**config.mk**
```make
export PLATFORM = sky130hd
export DESIGN_NAME = csm_arbiter
export DESIGN_NICKNAME = d
export VERILOG_FILES = /design/src/rtl/csm_arbiter.sv
export SDC_FILE = /design/constraint.sdc
export NUM_CORES = 1
export LEC_CHECK = 0
export CELL_PAD_IN_SITES_DETAIL_PLACEMENT = 0
export CELL_PAD_IN_SITES_GLOBAL_PLACEMENT = 2
export CORE_MARGIN = 2
export CORE_UTILIZATION = 30
export CTS_CLUSTER_SIZE = 24
export DETAILED_ROUTE_END_ITERATION = 16
export PLACE_DENSITY_LB_ADDON = 0.1
export SLEW_MARGIN = 20
export SYNTH_ARGS = -nofsm -noshare
export SYNTH_HDL_FRONTEND = slang
export SYNTH_SLANG_ARGS = --single-unit
```
**constraint.sdc**
```tcl
create_clock -name clk -period 3.3 [get_ports clk]
set_input_delay 0.495 -clock clk [delete_from_list [all_inputs] [get_ports clk]]
set_output_delay 0.495 -clock clk [all_outputs]
set_load 0.05 [all_outputs]
```
**src/rtl/csm_arbiter.sv**
```systemverilog
// csm_arbiter: two-requester arbiter and lock manager for the critical-section register file.
// Owns the per-register lock table and serialises A/B requests onto one memory port.
`default_nettype none

module csm_arbiter #(
   parameter int DATABITS = 8,
   parameter int MEMSIZE  = 8,
   parameter int MEMBITS  = (MEMSIZE > 1) ? $clog2(MEMSIZE) : 1
) (
   input  logic                clk,
   input  logic                reset_n,

   input  logic                A_req,
   input  logic                A_rw,
   input  logic                A_hold,
   input  logic                A_release,
   input  logic [MEMBITS-1:0]  A_addr,
   input  logic [DATABITS-1:0] A_wdata,
   output logic                A_done,
   output logic [1:0]          A_err,
   output logic [DATABITS-1:0] A_rdata,
   output logic [MEMSIZE-1:0]  A_locks,

   input  logic                B_req,
   input  logic                B_rw,
   input  logic                B_hold,
   input  logic                B_release,
   input  logic [MEMBITS-1:0]  B_addr,
   input  logic [DATABITS-1:0] B_wdata,
   output logic                B_done,
   output logic [1:0]          B_err,
   output logic [DATABITS-1:0] B_rdata,
   output logic [MEMSIZE-1:0]  B_locks,

   output logic                mem_en,
   output logic                mem_we,
   output logic [MEMBITS-1:0]  mem_addr,
   output logic [DATABITS-1:0] mem_wdata,
   input  logic [DATABITS-1:0] mem_rdata
);

   localparam logic [1:0] S_IDLE  = 2'd0;
   localparam logic [1:0] S_ISSUE = 2'd1;
   localparam logic [1:0] S_RDATA = 2'd2;
   localparam logic [1:0] S_RESP  = 2'd3;

   localparam logic [1:0] E_NONE   = 2'b00;
   localparam logic [1:0] E_INUSE  = 2'b01;
   localparam logic [1:0] E_DWRITE = 2'b10;
   localparam logic [1:0] E_DHOLD  = 2'b11;

   logic [1:0] r_state;
   logic       r_last_b;     // 1 = B won the previous arbitration
   logic       r_win_b;      // side currently being serviced
   logic       r_lose_dn;    // loser of a same-cycle conflict completes with the winner
   logic [1:0] r_lose_err;

   logic                w_any;
   logic                w_win_b;
   logic                w_hold;
   logic                w_rel;
   logic                w_rw;
   logic [MEMBITS-1:0]  w_addr;
   logic [DATABITS-1:0] w_wdata;
   logic                w_own_a;
   logic                w_own_b;
   logic                w_inuse;
   logic                w_same;
   logic                w_a_wr;
   logic                w_b_wr;
   logic                w_dual_wr;
   logic                w_dual_hold;
   logic                w_dual;

   assign w_any   = A_req | B_req;
   assign w_win_b = B_req & (~A_req | ~r_last_b);

   assign w_hold  = w_win_b ? B_hold  : A_hold;
   assign w_rel   = (w_win_b ? B_release : A_release) & ~w_hold;
   assign w_rw    = w_win_b ? B_rw    : A_rw;
   assign w_addr  = w_win_b ? B_addr  : A_addr;
   assign w_wdata = w_win_b ? B_wdata : A_wdata;

   assign w_own_a = A_locks[w_addr];
   assign w_own_b = B_locks[w_addr];
   assign w_inuse = w_win_b ? w_own_a : w_own_b;

   assign w_same  = A_req & B_req & (A_addr == B_addr);
   assign w_a_wr  = A_rw & ~A_hold & ~A_release;
   assign w_b_wr  = B_rw & ~B_hold & ~B_release;

   // A dual write only collapses when the winner will actually reach memory
   assign w_dual_wr   = w_same & w_a_wr & w_b_wr & ~w_inuse;
   assign w_dual_hold = w_same & A_hold & B_hold & ~w_own_a & ~w_own_b;
   assign w_dual      = w_dual_wr | w_dual_hold;

   always_ff @(posedge clk or negedge reset_n) begin
      if (!reset_n) begin
         r_state    <= S_IDLE;
         r_last_b   <= 1'b1;
         r_win_b    <= 1'b0;
         r_lose_dn  <= 1'b0;
         r_lose_err <= E_NONE;
         A_done     <= 1'b0;
         A_err      <= E_NONE;
         A_rdata    <= '0;
         A_locks    <= '0;
         B_done     <= 1'b0;
         B_err      <= E_NONE;
         B_rdata    <= '0;
         B_locks    <= '0;
         mem_en     <= 1'b0;
         mem_we     <= 1'b0;
         mem_addr   <= '0;
         mem_wdata  <= '0;
      end else begin
         case (r_state)
            S_IDLE: begin
               if (w_any) begin
                  r_last_b   <= w_win_b;
                  r_win_b    <= w_win_b;
                  r_lose_dn  <= w_dual;
                  r_lose_err <= w_dual_wr ? E_DWRITE : E_DHOLD;
                  if (w_inuse || w_hold || w_rel) begin
                     r_state <= S_RESP;
                     A_done  <= ~w_win_b | w_dual;
                     B_done  <= w_win_b | w_dual;
                     if (w_win_b) begin
                        B_err <= w_inuse ? E_INUSE : E_NONE;
                        A_err <= w_dual ? E_DHOLD : E_NONE;
                     end else begin
                        A_err <= w_inuse ? E_INUSE : E_NONE;
                        B_err <= w_dual ? E_DHOLD : E_NONE;
                     end
                     if (!w_inuse && w_hold) begin
                        if (w_win_b) B_locks[w_addr] <= 1'b1;
                        else         A_locks[w_addr] <= 1'b1;
                     end else if (!w_inuse && w_rel) begin
                        if (w_win_b) B_locks[w_addr] <= 1'b0;
                        else         A_locks[w_addr] <= 1'b0;
                     end
                  end else begin
                     r_state   <= S_ISSUE;
                     mem_en    <= 1'b1;
                     mem_we    <= w_rw;
                     mem_addr  <= w_addr;
                     mem_wdata <= w_wdata;
                  end
               end
            end

            S_ISSUE: begin
               mem_en <= 1'b0;
               mem_we <= 1'b0;
               if (mem_we) begin
                  r_state <= S_RESP;
                  A_done  <= ~r_win_b | r_lose_dn;
                  B_done  <= r_win_b | r_lose_dn;
                  A_err   <= (r_win_b && r_lose_dn) ? r_lose_err : E_NONE;
                  B_err   <= (!r_win_b && r_lose_dn) ? r_lose_err : E_NONE;
               end else begin
                  r_state <= S_RDATA;
               end
            end

            S_RDATA: begin
               r_state <= S_RESP;
               if (r_win_b) B_rdata <= mem_rdata;
               else         A_rdata <= mem_rdata;
               A_done <= ~r_win_b;
               B_done <= r_win_b;
               A_err  <= E_NONE;
               B_err  <= E_NONE;
            end

            S_RESP: begin
               r_state   <= S_IDLE;
               r_lose_dn <= 1'b0;
               A_done    <= 1'b0;
               B_done    <= 1'b0;
               A_err     <= E_NONE;
               B_err     <= E_NONE;
            end

            default: r_state <= S_IDLE;
         endcase
      end
   end

endmodule

`default_nettype wire

```
==> results by group, run 1 <==
Status
  • Status: completed

Critical path
  • Critical path class: primary input to register
  • Critical Path Source: B_req
  • Startpoint types: primary input
  • CP required: approximately 3.5 ns
  • Worst-case reg-to-reg path depth: 7
  • Critical path fanouts, max: 9
  • Worst EP arrival: between 3 and 4 ns
  • Reg2reg start: r_last_b
  • CP endpoint kind: register

Finish
  • Commonest non-fill, non-tap cells in the layout: clkdlybuf4s50_1, dfrtp_1, mux2_2
  • Nets@finish: around 460
  • Ratio of cells with drive above 1 in the final layout: 24.0%
  • Fin cells: 553
  • Commonest non-fill, non-tap cell in the layout: clkdlybuf4s50_1
  • P&R area growth vs syn: 43.8%
  • N_diodes: 0

Power and ir drop
  • Clk pwr share: between 10 and 15%
  • Lkg Pwr: ~0.0020 uW
  • P_sw: approximately 2200 uW
  • P_int: around 2500 uW
  • Power per standard cell area: 1010 nW/um2
  • Sw frac: 47.8%
  • Tot Pwr: approximately 4700 uW
  • Worst VDD drop: approximately 0.00049 V
  • Flop pwr share: 26.7%
  • Combinational power share: approximately three fifths

Synth
  • Netlist cell types: slightly below 50
  • Yosys warning total: 0
  • Synthesized cell area: around 3200 um2
  • Ys flop type: dfrtp_1
  • Synthesized instance count: 300
  • Area leader, netlist: dfrtp_1
  • Synth top area cells: dfrtp_1, mux2_2, mux2i_1, nand2_1, o21ai_2
  • FF+latch count, synth: 58
  • Sequential cell area fraction in the yosys report: 44.9%
  • Ys async rst share: 100%
  • Mapped Nets: roughly 340
  • Post-synth EDFFs: 0
  • Syn Area/Cell: 10.8 um2
  • Yosys top cell area share: between 40% and 50%

Flow run
  • Max_cap viols: 0

Die
  • Initial core utilization: around 31%
  • Core Footprint: ~10000 um2
  • Die Height: between 100 and 150 um
  • FP Rows: 37
  • Die footprint: between 10000 and 15000 um2
  • I/O Pins: 91
  • Die W: 108 um

Clock tree
  • H-tree levels: 3
  • Clk slew on worst S/H paths: approximately 0.070 ns
  • Clock tree from TritonCTS: done
  • Cts repair resizes: 0
  • Clock Sinks: 58
  • Clock Path Buffers: 2
  • Total CTS buffers: 9
  • Clock Latency Late Sink: between 0.3 and 0.4 ns
  • Hold_buf cts: 0
  • Post-CTS setup buffers: 0
  • CTS Root Cell: clkbuf_8

Route
  • Residual DRC count: 0
  • Vias per cell: slightly below 5
  • First-pass DRT Iterations: 4
  • Routed WL per cell: 16.1 um
  • Vias: 2704
  • Routed Antenna Nets: 0
  • DRT iter0 DRCs: 77
  • Final wirelength: 8880 um

Placement
  • Placed cells: roughly 540
  • Port Buffer Count: 90
  • Gpl congestion: 0.785
  • Post-detail-place hpwl: between 6000 and 7000 um
  • Worst slack, placed: -0.0370 ns

Global route
  • Pin count of the biggest net entering global routing: 23
  • First-pass GRT wire length: ~14000 um
  • Vias in the first global route: approximately 2800
  • Gr usage total: between 10% and 20%
  • Initial antenna violation count: 0
  • GRT overflow: 0

STA
  • TNS Setup: 0 ns
  • Fmax: around 330 MHz
  • Clk_skew: ~0.008 ns
  • Fin crit period: between 2 and 3 ns
  • Slew HR: a little over half
  • Hold Fails Final Rpt: 0
  • Max-slew violations: 0
  • Fin crit share: between 90% and 100%
  • RSZ-0062 raised after global routing: false
  • Setup-failing EPs final: 0
  • Fin worst setup slack: slightly above 0.3 ns
  • Worst Tran Pin Value: ~0.7 ns

Hold path
  • Hold Crit Class: primary input to async pin
synthesized netlist by cell type, types with 2 or more instances:
master / n
a211oi_1: 2
a21oi_1: 12
a31oi_1: 4
and3_1: 5
buf_1: 2
buf_2: 3
buf_6: 3
clkbuf_1: 10
dfrtp_1: 57
ha_1: 4
inv_1: 5
mux2_2: 36
mux2_4: 3
mux2i_1: 27
mux4_2: 2
nand2_1: 34
nand2b_1: 3
nand3_1: 7
nand3b_1: 2
nor2_1: 17
nor2b_1: 5
nor3_1: 12
o21a_1: 3
o21ai_0: 6
o21ai_1: 3
o21ai_2: 8
o311ai_0: 2
xor2_1: 2
metal layers:
layer,vias to the layer above,wire length (um),share of wire [%],GRT usage [%]
met5,-,0,0,0
met4,0,163,1.8,6.87
met3,13,347,3.9,3.21
met2,65,4440,50,26.7
met1,1307,3930,44,20.2
li1,1319,-,-,-
stage by stage:
stage               cell area (um2)  utilization [%]  hold WS (ns)
global placement               4450             42.7         0.456
CTS                            4660             44.7        0.0795
floorplan                      3240                -         0.199
finish                         4660             44.7        0.0778
global route                   4660             44.7        0.0989
detailed placement             4450             42.7         0.453
final timing paths:
path	end	slack, ns
min reg2reg	mem_wdata[2]	0.48
max	register	0.31
min in group clk	mem_wdata[2]	0.48
max in group asynchronous	r_last_b	2.53
min	r_lose_err[0]	0.08
max reg2reg	register	0.54
worst max-delay path: stages:
cell             delay (ns)
clkdlybuf4s50_1        0.49
a21boi_4               0.24
mux2_4                 0.37
mux4_2                 0.30
a211oi_1               0.40
o211ai_2               0.27
nor3_1                 0.29
mux2_2                 0.36
power by group through the flow:
stage	clock network (uW)	registers (uW)	logic [uW]
global placement	0	1270	2780
finish	677	1260	2770
CTS	703	1260	2790
global route	734	1310	2940
floorplan	0	2200	885
detailed placement	0	1270	2790
layout make-up:
class                      instances  area (um2)
clock buffer                      10         138
clock inverter                     6        66.3
inverter                           5        18.8
fill                            1022        5760
tap                              136         170
sequential                        58        1450
timing repair buffer             119        1130
multi-input combinational        219        1680
logic make-up (layout without fill, tap and decap cells):
logic type               count (synthesis)  count (layout)  synth area share (%)
adder cells (fa/ha/maj)                  4               4                  1.55
AO/OA/AOI/OAI                           54              54                  11.7
XOR/XNOR                                 3               3                 0.812
multiplexers                            69              69                  24.5
buffers and inverters                   23             140                  3.48
flip-flops                              58              58                  44.9
AND/OR/NAND/NOR                         89              89                  13.1
No activity file was read; power rests on OpenSTA's default activity.
==> run 2: changes to the inputs <==
--- a/config.mk
+++ b/config.mk
@@ -5,12 +5,15 @@
 export SDC_FILE = /design/constraint.sdc
 export NUM_CORES = 1
 export LEC_CHECK = 0
+export ABC_AREA = 1
 export CELL_PAD_IN_SITES_DETAIL_PLACEMENT = 0
 export CELL_PAD_IN_SITES_GLOBAL_PLACEMENT = 2
+export CORE_ASPECT_RATIO = 1.25
 export CORE_MARGIN = 2
-export CORE_UTILIZATION = 30
+export CORE_UTILIZATION = 27
 export CTS_CLUSTER_SIZE = 24
 export DETAILED_ROUTE_END_ITERATION = 16
+export GPL_ROUTABILITY_DRIVEN = 0
 export PLACE_DENSITY_LB_ADDON = 0.1
 export SLEW_MARGIN = 20
 export SYNTH_ARGS = -nofsm -noshare
==> run 2 against run 1 <==
Against the previous run:
- via count is 11% higher
- sequential share of layout area rose by 0.15 points
- cell count increased by 25%
- hold slack improved by 0.057 ns
- critical path type unchanged
- largest cell class unchanged
- highest routed layer unchanged
==> results by group, run 2 <==
Synth
  • Yosys warning total: 0
  • FF+latch count, synth: between 50 and 60
  • Netlist cell types: 30
  • Synthesized instance count: 433
  • Ys flop type: dfrtp_1
  • Yosys top cell area share: a little over two fifths
  • Top cells by count, synth: nand2_1, dfrtp_1, inv_1
  • Sequential cell area fraction in the yosys report: approximately 44%
  • Post-synth EDFFs: 0
  • Most frequent cell after synthesis: nand2_1
  • Syn Area/Cell: around 7.6 um2
  • Synth top area cells: dfrtp_1, nand2_1, nand3_1, inv_1, o21ai_0
  • Ys async rst share: between 90% and 100%
  • Area leader, netlist: dfrtp_1
  • Mapped Nets: ~480
  • Synthesized cell area: 3290 um2

Die
  • Die footprint: between 10000 and 15000 um2
  • Initial core utilization: about 27%
  • Die Height: between 100 and 150 um
  • Die W: 103 um
  • I/O Pins: 91
  • Core Footprint: about 12000 um2
  • FP Rows: 45

STA
  • Worst Tran Pin Value: 0.525 ns
  • RSZ-0062 raised after global routing: false
  • TNS Setup: 0 ns
  • Fin crit period: approximately 2.8 ns
  • Hold Fails Final Rpt: 0
  • Clk_skew: approximately 0.0084 ns
  • Setup-failing EPs final: 0
  • Max-slew violations: 0
  • Fmax: 360 MHz
  • Fin crit share: 84.1%
  • Slew HR: between 60% and 70%

Route
  • Final wirelength: ~9000 um
  • Vias per cell: about 4.3
  • Routed WL per cell: roughly 13 um
  • Vias: between 2000 and 3000
  • DRT iter0 DRCs: between 90 and 100
  • Routed Antenna Nets: 0
  • Residual DRC count: 0
  • First-pass DRT Iterations: 6

Global route
  • Vias in the first global route: 3008
  • Pin count of the biggest net entering global routing: 40
  • GRT overflow: 0
  • Initial antenna violation count: 0
  • First-pass GRT wire length: between 15000 and 20000 um
  • Gr usage total: 14.9%

Critical path
  • Worst reg2reg setup slack: 0.85 ns
  • Crit-path max cell delay: approximately 0.75 ns
  • WP depth: 13
  • Startpoint types: primary input
  • Reg2reg start: r_last_b
  • Setup crit end: mem_en
  • Crit-path cells: clkdlybuf4s50_1, nand2_8, nand2_1, nand2_1, nor2_1, nand3_1, nand2_1, o21ai_2, nand3_1, nor2_2, inv_2, nand3_1, o21ai_1
  • CP max stage cell: clkdlybuf4s50_1
  • CP Buf/Inv Count: 2
  • Critical Path Source: B_req
  • Worst r2r dst: mem_wdata[4]
  • Worst EP arrival: around 3.0 ns
  • Critical path class: primary input to register
  • CP endpoint kind: register
  • Worst-case reg-to-reg path depth: 13
  • Critical path fanouts, max: 25
  • Crit path max-delay family: simple AND/OR/NAND/NOR gates
  • CP required: ~3.6 ns

Power and ir drop
  • Worst VDD drop: 0.000443 V
  • Lkg Pwr: about 0.0022 uW
  • Tot Pwr: around 5000 uW
  • Power per standard cell area: about 1100 nW/um2

Clock tree
  • CTS Root Cell: clkbuf_16
  • Total CTS buffers: 9
  • Clock tree from TritonCTS: done
  • H-tree levels: 3
  • Post-CTS setup buffers: 0
  • Clock Path Buffers: 2
  • Clock Latency Late Sink: about 0.33 ns
  • Clock Sinks: between 50 and 60
  • Cts repair resizes: 0
  • Clk slew on worst S/H paths: around 0.050 ns
  • Hold_buf cts: 0

Finish
  • Fill count: ~1200
  • Commonest non-fill, non-tap cell in the layout: nand2_1
  • Commonest non-fill, non-tap cells in the layout: nand2_1, clkdlybuf4s50_1, dfrtp_1
  • Ratio of cells with drive above 1 in the final layout: a little over a tenth
  • N_diodes: 0
  • Nets@finish: 568
  • P&R area growth vs syn: 41.0%
  • Multi-input logic area: 1510 um2
  • Sequential cell area: around 1500 um2

Placement
  • Post-detail-place hpwl: between 6000 and 7000 um
  • Port Buffer Count: 90

Status
  • Status: completed

Hold path
  • Hold Crit Class: primary input to async pin

Flow run
  • Max_cap viols: 0
==> run 2: routing by layer <==
layer / global-route usage, % / vias to the layer above / wire (um)
met5: 0 / - / 0
met2: 23.9 / 71 / 4140
met3: 3.99 / 14 / 430
met4: 5.10 / 0 / 189
li1: - / 1548 / -
met1: 19.3 / 1357 / 4250
==> run 2: final cells by class <==
type                       count  share of cell area, %
sequential                    58                   31.4
tap                          164                   4.43
multi-input combinational    305                   32.6
clock buffer                  10                   5.16
inverter                      56                   4.54
clock inverter                 6                   1.92
timing repair buffer          94                   20.0
==> run 2: worst reg2reg max path: cells and delay by family (launching register included) <==
family / cells / cell delay [ns]
AOI/OAI and AO/OA: 2 / 0.27
buffers and inverters: 1 / 0.18
DFF: 1 / 0.58
and+or+nand+nor: 10 / 1.30
==> run 2: worst min path at each step <==
stage             startpoint             to  slack [ns]  cells past startpoint
2_1_floorplan        reset_n         A_done        0.20                      0
3_3_place_gp      B_rdata[6]     B_rdata[6]        0.47                      2
3_5_place_dp   r_lose_err[1]  r_lose_err[1]        0.47                      2
4_1_cts              reset_n   mem_wdata[5]        0.14                      1
5_1_grt              reset_n   mem_wdata[5]        0.16                      1
6_report             reset_n   mem_wdata[5]        0.13                      1
==> run 2: kinds of logic after synthesis <==
family / Yosys count / synth area share, %
AND/OR/NAND/NOR: 241 / 34.4
XOR/XNOR: 1 / 0.267
adder cells (fa/ha/maj): 4 / 1.52
buffers and inverters: 70 / 9.82
AO/OA/AOI/OAI: 59 / 9.78
flip-flops: 58 / 44.2
==> run 2: metrics by stage <==
step | setup slack (ns) | area (um2) | hold slack, ns | cells | util [%]
floorplan | 1.15 | 3290 | 0.199 | 433 | -
global placement | 0.229 | 4310 | 0.467 | 677 | 35.9
detailed placement | 0.175 | 4310 | 0.470 | 677 | 35.9
CTS | 0.501 | 4630 | 0.139 | 693 | 38.6
global route | 0.209 | 4630 | 0.161 | 693 | 38.6
finish | 0.524 | 4630 | 0.135 | 693 | 38.6
==> run 2: power by group <==
part / internal, uW / switching [uW]
combinational: 843 / 1820
clock: 682 / 341
sequential: 1030 / 219
total: 2550 / 2380
==> run 3: changes to the inputs <==
==> constraint.sdc (replaced) <==
create_clock -name clk -period 2.89 [get_ports clk]
set_input_delay 0.4335 -clock clk [delete_from_list [all_inputs] [get_ports clk]]
set_output_delay 0.4335 -clock clk [all_outputs]
set_load 0.05 [all_outputs]
==> run 3 against run 2 <==
Against the previous run:
- final area grew 1.3%
- die area is the same
- setup slack lost 0.060 ns
- global-route usage shrank 0.088 points
- count of clock-buffer cells in the layout shrank 1
- first-iteration DRC count grew 21%
- hold slack lost 0.035 ns
- sequential power grew 14%
- register-to-register slack lost 0.32 ns
==> results by group, run 3 (synthesis results as in run 2) <==
Finish
  • N_diodes: 0
  • Commonest non-fill, non-tap cell in the layout: nand2_1
  • Ratio of cells with drive above 1 in the final layout: 11.8%
  • P&R area growth vs syn: 42.8%
  • Fin cells: 698
  • Nets@finish: roughly 570
  • Commonest non-fill, non-tap cells in the layout: nand2_1, clkdlybuf4s50_1, dfrtp_1
  • Fill count: 1251

Clock tree
  • H-tree levels: 3
  • Clock tree from TritonCTS: done
  • Total CTS buffers: 9
  • Clock Sinks: 58
  • Post-CTS setup buffers: 0
  • CTS Root Cell: clkbuf_16
  • Hold_buf cts: 0
  • Cts repair resizes: 0
  • Clock Latency Late Sink: approximately 0.33 ns
  • Clock Path Buffers: 2
  • Clk slew on worst S/H paths: ~0.060 ns

STA
  • Worst Tran Pin Value: 0.527 ns
  • Max-slew violations: 0
  • Slew HR: 64.8%
  • Hold Fails Final Rpt: 0
  • Setup-failing EPs final: 0
  • TNS Setup: 0 ns
  • Fmax: ~410 MHz
  • Clk_skew: roughly 0.0044 ns
  • Fin crit share: a little over four fifths
  • Fin crit period: about 2.4 ns
  • RSZ-0062 raised after global routing: false

Route
  • Vias per cell: approximately 4.3
  • Residual DRC count: 0
  • Routed WL per cell: around 13 um
  • DRT iter0 DRCs: about 120
  • Vias: 3004
  • Final wirelength: between 9000 and 10000 um
  • Routed Antenna Nets: 0
  • First-pass DRT Iterations: 4

Critical path
  • Startpoint types: primary input
  • CP endpoint kind: register
  • CP max stage cell: clkdlybuf4s50_1
  • Reg2reg start: r_last_b
  • Critical path's most frequent cell: nand2_1
  • Worst reg2reg setup slack: approximately 0.53 ns
  • Critical path class: primary input to register
  • Crit-path max cell delay: around 0.54 ns
  • Worst EP arrival: between 2 and 3 ns
  • Worst-case reg-to-reg path depth: 15
  • Critical path fanouts, max: 16
  • CP required: just over 3 ns
  • Crit-path cells: clkdlybuf4s50_1, nand2_4, nand2_8, nand2_2, nand2_2, nand2_1, nand3_2, nand2_2, o21ai_4, inv_2, nor2_4, nand2_4, nor2_8, nand2_1, nand2_1, nand2_1

Global route
  • First-pass GRT wire length: roughly 15000 um
  • Initial antenna violation count: 0
  • Gr usage total: roughly 15%
  • Vias in the first global route: around 2900
  • GRT overflow: 0
  • Pin count of the biggest net entering global routing: between 50 and 60

Placement
  • Port Buffer Count: 90
  • Post-detail-place hpwl: approximately 6600 um
  • Placed cells: approximately 680

Die
  • Die W: slightly above 100 um
  • Die Height: between 100 and 150 um
  • Core Footprint: roughly 12000 um2
  • FP Rows: 45
  • I/O Pins: 91
  • Initial core utilization: 27.4%
  • Die footprint: ~13000 um2

Flow run
  • Max_cap viols: 0

Hold path
  • Hold Crit Class: primary input to async pin

Power and ir drop
  • Worst VDD drop: 0.000610 V
  • Power per standard cell area: 1210 nW/um2
  • Lkg Pwr: ~0.0022 uW

Status
  • Status: completed
run 3: changes by cell type in the layout (fill, tap and decap cells not counted), sizes merged:
cell / before / now
buf: 5 / 10
clkbuf: 10 / 9
inv: 57 / 58
run 3: critical path, delay by kind of cell:
kind | cells | cell delay (ns)
simple gates | 13 | 1.35
compound gates | 1 | 0.23
buf+inv | 2 | 0.63
run 3: where the power goes:
group	switching, uW	total [uW]	internal (uW)
sequential	249	1420	1180
combinational	2080	3070	983
clock	427	1190	762
run 3: worst max-delay path by stage:
stage                  start  endpoint  slack, ns  depth (start not counted)
floorplan           r_last_b  register       0.78                         17
global placement       A_req    mem_en       0.08                         15
detailed placement     A_req  register       0.09                         16
CTS                    A_req    mem_en       0.44                         15
global route           A_req  register       0.23                         16
finish                 A_req  register       0.46                         16
run 3: final cells by class:
type	count	area (um2)	area share [%]
multi-input cells	305	1510	32.2
clock buffers	9	225	4.80
well taps	164	205	4.37
repair buffers	99	988	21.1
inverters	56	210	4.48
flip-flops and latches	58	1450	30.9
clock inverters	7	101	2.16
run 3: metal layers:
metal  wire length (um)  part of all wire (%)  vias up  track usage (%)
li1                   -                     -     1558                -
met1               4190                    46     1354             18.9
met2               4180                    46       80             23.9
met3                487                   5.4       12             3.61
met4                172                   1.9        0             5.80
met5                  0                     0        -                0
run 3: per-stage QoR:
stage	hold slack, ns	instance area (um2)	total power, uW	setup slack (ns)	util (%)
6_report	0.0996	4690	5680	0.464	39.1
5_1_grt	0.144	4690	6060	0.235	39.1
4_1_cts	0.115	4690	5760	0.439	39.1
3_5_place_dp	0.470	4370	4540	0.0940	36.4
3_3_place_gp	0.466	4370	4530	0.0848	36.4
2_1_floorplan	0.138	3290	3510	0.778	-
